## config.mk

```make
export PLATFORM = sky130hd
export DESIGN_NAME = fourbit_sync_updown
export DESIGN_NICKNAME = d
export VERILOG_FILES = /design/src/rtl/fourbit_sync_updown_pkg.sv /design/src/rtl/fourbit_sync_updown_next.sv /design/src/rtl/fourbit_sync_updown.sv
export SDC_FILE = /design/constraint.sdc
export NUM_CORES = 1
export LEC_CHECK = 0
export ABC_AREA = 1
export CAP_MARGIN = 20
export CORE_AREA = 2 2 39 41
export DETAILED_ROUTE_END_ITERATION = 10
export DIE_AREA = 0 0 41 43
export SKIP_LAST_GASP = 1
export SYNTH_ARGS = -nofsm -noshare
export SYNTH_HDL_FRONTEND = slang
export SYNTH_HIERARCHICAL = 1
export SYNTH_SLANG_ARGS = --single-unit
```

## constraint.sdc

```tcl
create_clock -name Clk -period 1.5 [get_ports Clk]
set_input_delay 0.225 -clock Clk [delete_from_list [all_inputs] [get_ports Clk]]
set_output_delay 0.225 -clock Clk [all_outputs]
set_load 0.02 [all_outputs]
```

## src/rtl/fourbit_sync_updown_pkg.sv

```systemverilog
// Shared constants and types for the up/down counter.
// Direction encodings match the Up_Down pin polarity.
package fourbit_sync_updown_pkg;

  localparam logic DIR_UP    = 1'b1;
  localparam logic DIR_DOWN  = 1'b0;
  localparam int   WIDTH_DEF = 4;

  typedef logic [WIDTH_DEF-1:0] count_t;

endpackage

```

## src/rtl/fourbit_sync_updown_next.sv

```systemverilog
// Combinational next-count unit: +1/-1 modulo 2**WIDTH.
// wrap flags the step that crosses the max/zero boundary.
module updown_next
  import fourbit_sync_updown_pkg::*;
#(
  parameter int WIDTH = WIDTH_DEF
) (
  input  logic [WIDTH-1:0] cur,
  input  logic             dir,
  output logic [WIDTH-1:0] nxt,
  output logic             wrap
);

  always_comb begin
    nxt  = cur;
    wrap = 1'b0;
    if (dir == DIR_UP) begin
      nxt  = cur + WIDTH'(1);
      wrap = (cur == {WIDTH{1'b1}});
    end else begin
      nxt  = cur - WIDTH'(1);
      wrap = (cur == {WIDTH{1'b0}});
    end
  end

endmodule

```

## src/rtl/fourbit_sync_updown.sv

```systemverilog
// Synchronous up/down counter with synchronous active-high reset.
// Optional registered terminal-count flag Tc under FOURBIT_SYNC_UPDOWN_TC_EN.
module fourbit_sync_updown
  import fourbit_sync_updown_pkg::*;
#(
  parameter int               WIDTH   = WIDTH_DEF,
  parameter logic [WIDTH-1:0] RST_VAL = '0
) (
  input  logic             Clk,
  input  logic             rst,
  input  logic             Up_Down,
  output logic [WIDTH-1:0] Count
`ifdef FOURBIT_SYNC_UPDOWN_TC_EN
  ,
  output logic             Tc
`endif
);

  logic [WIDTH-1:0] count_q;
  logic [WIDTH-1:0] count_d;
  logic             wrap;

  updown_next #(
    .WIDTH (WIDTH)
  ) u_next (
    .cur  (count_q),
    .dir  (Up_Down),
    .nxt  (count_d),
    .wrap (wrap)
  );

  always_ff @(posedge Clk) begin
    if (rst) count_q <= RST_VAL;
    else     count_q <= count_d;
  end

  assign Count = count_q;

`ifdef FOURBIT_SYNC_UPDOWN_TC_EN
  logic tc_q;

  // Tc is high in the cycle whose Count is the freshly wrapped value.
  always_ff @(posedge Clk) begin
    if (rst) tc_q <= 1'b0;
    else     tc_q <= wrap;
  end

  assign Tc = tc_q;
`else
  logic unused_wrap;
  assign unused_wrap = wrap;
`endif

endmodule

```

## After elaboration in Yosys (flattened, before gate mapping)

Cells that the tools add are included.

- Output and inout port bits: 4
- Register bits after elaboration: 4
- Logic and storage cells: 4

- Mux-type cells: 1
- Add/subtract/negate cells: 2

Operators with widths:

| kind | number |
|---|---|
| $add 4x1->4 const B | 1 |
| $mux 4 | 1 |
| $sub 4x1->4 const B | 1 |

## Longest topological paths before layout

Gate-level depths: netlist of run 1.

- Word-level depth: 2
- Mapped depth: 9
- Mapped depth without buffers: 9

## Modules after synthesis

Netlist of run 1, hierarchy kept.

By module, submodules not included:

| module | cells each | instances | seq. area each (sq um) | area each (sq um) |
|---|---|---|---|---|
| updown_next | 25 | 1 | 0.0 | 141.4 |
| fourbit_sync_updown | 12 | 1 | 80.1 | 110.1 |

## Worst setup path after synthesis of run 1

OpenSTA, ideal clock, no wires.

- Path kind: register to register
- From: register count_q[2], in the netlist Count[2]
- To: register count_q[3], in the netlist Count[3]
- Data arrival time: 1.153 ns
- Clock period less this slack: 1.263 ns
- Cell stages (with the launch flop): 7
- Path slack: 0.237 ns
- Path through: dfxtp_1 > ha_1 > or2_1 > nand3_1 > nand2_1 > inv_1 > nor2_1

- Cells in the longest elaborated chain, start to end: 2
- Elaborated cells between the ends (all ways): 3
- Classes of those cells: 2 x add/sub; 1 x mux

RTL lines:

| element | RTL line | text |
|---|---|---|
| start: declaration | fourbit_sync_updown.sv:19 | `logic [WIDTH-1:0] count_q;` |
| start signal: assignment | fourbit_sync_updown.sv:34 | `else count_q <= count_d;` |
| $sub 4x1->4 or $add 4x1->4 (tied branches) | fourbit_sync_updown_next.sv:21, fourbit_sync_updown_next.sv:18 |  |
| $mux 4 (*) | fourbit_sync_updown_next.sv:17 | `if (dir == DIR_UP) begin` |
| via count_d[3] | fourbit_sync_updown.sv:20 | `logic [WIDTH-1:0] count_d;` |

Mark *: on every way through the listed nets, which the timed path passes. The rest lies on a longest branch.
A chain may end at the register's enable or synchronous reset.

## Worst setup path in the final report of run 1

- From: register count_q[1], in the netlist Count[1]
- To: output port Count[1]

RTL lines:

| element | RTL line | text |
|---|---|---|
| end: declaration | fourbit_sync_updown.sv:12 | `output logic [WIDTH-1:0] Count` |

No word-level cell between the ends.

==> results.sh, run 1 <==
export IMPL_seq_area_sq_um=80.1
export IMPL_wl_met3_microns=11
export IMPL_finalHoldViolCount=0
export IMPL_cts_setup_buffers=0
export IMPL_setup_violations_final=0
export IMPL_grt_pass1_vias=204
export IMPL_first_pass_iters=1
export IMPL_highest_layer="met3"
export IMPL_hold_depth=3
export IMPL_clock_skew_ps=4.95
export IMPL_tightest_slew_ps=219
export IMPL_ff2ff_path_depth=6
export IMPL_die_x_microns=41
export IMPL_wl_met1_microns=157
export IMPL_slew_headroom_pct=85.4
export IMPL_cts_sinks=4
export IMPL_grtUsageTotal_pct=6.44
export IMPL_antenna_found_initial=0
export IMPL_gp_congestion=0.651
export IMPL_finalNetCount=49
export IMPL_final_layout_size_suffix_gt1_share_pct=12.2
export IMPL_largest_reg_flops=4
export IMPL_syn_inst=31
export IMPL_numCtsBuffers=3
export IMPL_dieArea_sq_um=1760
export IMPL_coreArea_sq_um=1380
export IMPL_place_area_sq_um=312
export IMPL_filler_cell_count=157
export IMPL_postRouteAntennaNets=0
export IMPL_syn_avg_cell_area_sq_um=7.22
export IMPL_r2r_setup_slack_ps=330
export IMPL_first_iter_violations=0
export IMPL_grt_max_degree=5
export IMPL_cts_hold_fix_buffers=0
export IMPL_clockBufferDepth=2
export IMPL_cpPeakStageDelay_ps=630
export IMPL_cp_max_fo=3
export IMPL_multi_input_area_sq_um=114
export IMPL_area_growth_pct=48.6
export IMPL_required_ps=1270
export IMPL_critPathKind="flop to output port"
export IMPL_fin_crit_sh_pct=96.8
export IMPL_start_kind="flop"
export IMPL_ir_drop_v=0.000521
export IMPL_fin_area_sq_um=333
export IMPL_crit_chain="clkdlybuf4s50_1"
export IMPL_clk_pin_slew_ps=40
export IMPL_p_leak_uw=0.000183
export IMPL_overflow=0
export IMPL_diodes=0
export IMPL_die_h_microns=43
export IMPL_min_to="Count[0]$_SDFF_PP0_"
export IMPL_initial_core_util_pct=16.2
export IMPL_clkLatencyLatePin_ps=230
export IMPL_drc=0
export IMPL_r2r_end="Count[3]$_SDFF_PP0_"
export IMPL_cp_data_arrival_time_ps=1230
export IMPL_crit_path_top_delay_cell="clkdlybuf4s50_1"
export IMPL_numPortBuffers=6
export IMPL_place_ws_ps=-163
export IMPL_grt_pass1_wl_microns=738
export IMPL_grt_setup_unrepaired="no"
export IMPL_cts_root_buf="clkbuf_4"
export IMPL_finalMaxSlewViolations=0
export IMPL_via_count=202
export IMPL_cts_htree_levels=1
export IMPL_wl_microns=376
export IMPL_io_pins=7
export IMPL_ys_warnings_count=6
export IMPL_cts_tree="built"
export IMPL_crit_family="buffers and inverters"
export IMPL_rr_startpoint="Count[2]$_SDFF_PP0_"
export IMPL_dr_wl_met2_microns=208
export IMPL_cellPowerDensity_nw_per_um2=1320
export IMPL_worstHoldStart="Count[0]$_SDFF_PP0_"
export IMPL_crit_buf_inv=1
export IMPL_final_min_clock_period_ps=1450
export IMPL_synth_area_sq_um=224
export IMPL_drt_wirelength_per_cell_microns=6.60
export IMPL_critPathCaptureType="output port"
export IMPL_post_cts_resized=1
export IMPL_rows=14
export IMPL_run_status="finished, final reports clean"
export IMPL_worst_hold_path_type="flop to flop"
export IMPL_worst_slack_ps=48.4
export IMPL_fmax_mhz=689
export IMPL_viasPerCell=3.54
export IMPL_syn_nets=37
export IMPL_drv_cap=0
-- placed cells by master (no fill, tap or decap) --
master / n
nand2_1: 8
inv_1: 7
nor2_1: 5
clkdlybuf4s50_1: 5
dfxtp_1: 4
clkbuf_4: 3
ha_1: 2
dlygate4sd2_1: 1
inv_2: 1
or2_1: 1
nand3_1: 1
xor2_1: 1
fa_1: 1
buf_4: 1
-- worst register-to-register path: stages (launching register included) --
cell	delay, ps
dfxtp_1	300
ha_1	310
or2_1	230
nand3_1	80
nand2_1	60
inv_1	50
nor2_1	30
-- worst max path at each step --
stage | from | slack (ps) | end | cells past startpoint
final | Count[1]$_SDFF_PP0_ | 50 | Count[1] | 1
after detailed placement | Up_Down | -160 | Count[3]$_SDFF_PP0_ | 9
after CTS | Count[1]$_SDFF_PP0_ | 20 | Count[1] | 1
after global placement | Up_Down | -140 | Count[3]$_SDFF_PP0_ | 9
after floorplan | Count[2]$_SDFF_PP0_ | 280 | Count[3]$_SDFF_PP0_ | 6
after global routing | Up_Down | 0.06 | Count[3]$_SDFF_PP0_ | 9
-- through the flow --
stage | hold WS (ps) | total power, uW | cells | setup TNS [ps] | util, %
final | 534 | 438 | 57 | 0 | 24.1
after CTS | 546 | 453 | 57 | 0 | 24.1
after detailed placement | 537 | 314 | 54 | -237 | 22.5
after global placement | 529 | 311 | 54 | -203 | 22.5
after global routing | 602 | 481 | 57 | 0 | 24.1
after floorplan | 296 | 242 | 31 | 0 | -
-- cell type report --
cell class              count  area share, %
repair buffers              7           19.9
multi-input cells          19           34.2
flip-flops and latches      4           24.1
well taps                  16           6.02
inverters                   8           9.02
clock buffers               3           6.77
-- power breakdown --
part / total [uW] / internal [uW] / leakage (uW) / switching, uW
registers: 141 / 126 / 0.0000334 / 14.5
clock network: 131 / 89.3 / 0.0000138 / 41.7
logic: 166 / 81.9 / 0.000136 / 84.4
-- layer usage --
metal / global-route usage [%] / up-vias
li1: - / 109
met1: 8.09 / 91
met2: 8.44 / 2
met3: 1.57 / 0
met4: 6.00 / 0
met5: 0 / -
No activity file was read; power rests on OpenSTA's default activity.
==> inputs of run 2 (changes only) <==
Settings changed: CAP_MARGIN 20 to not set.
==> results of run 2 <==
Final layout, timing and power as in run 1 (identical DEF).
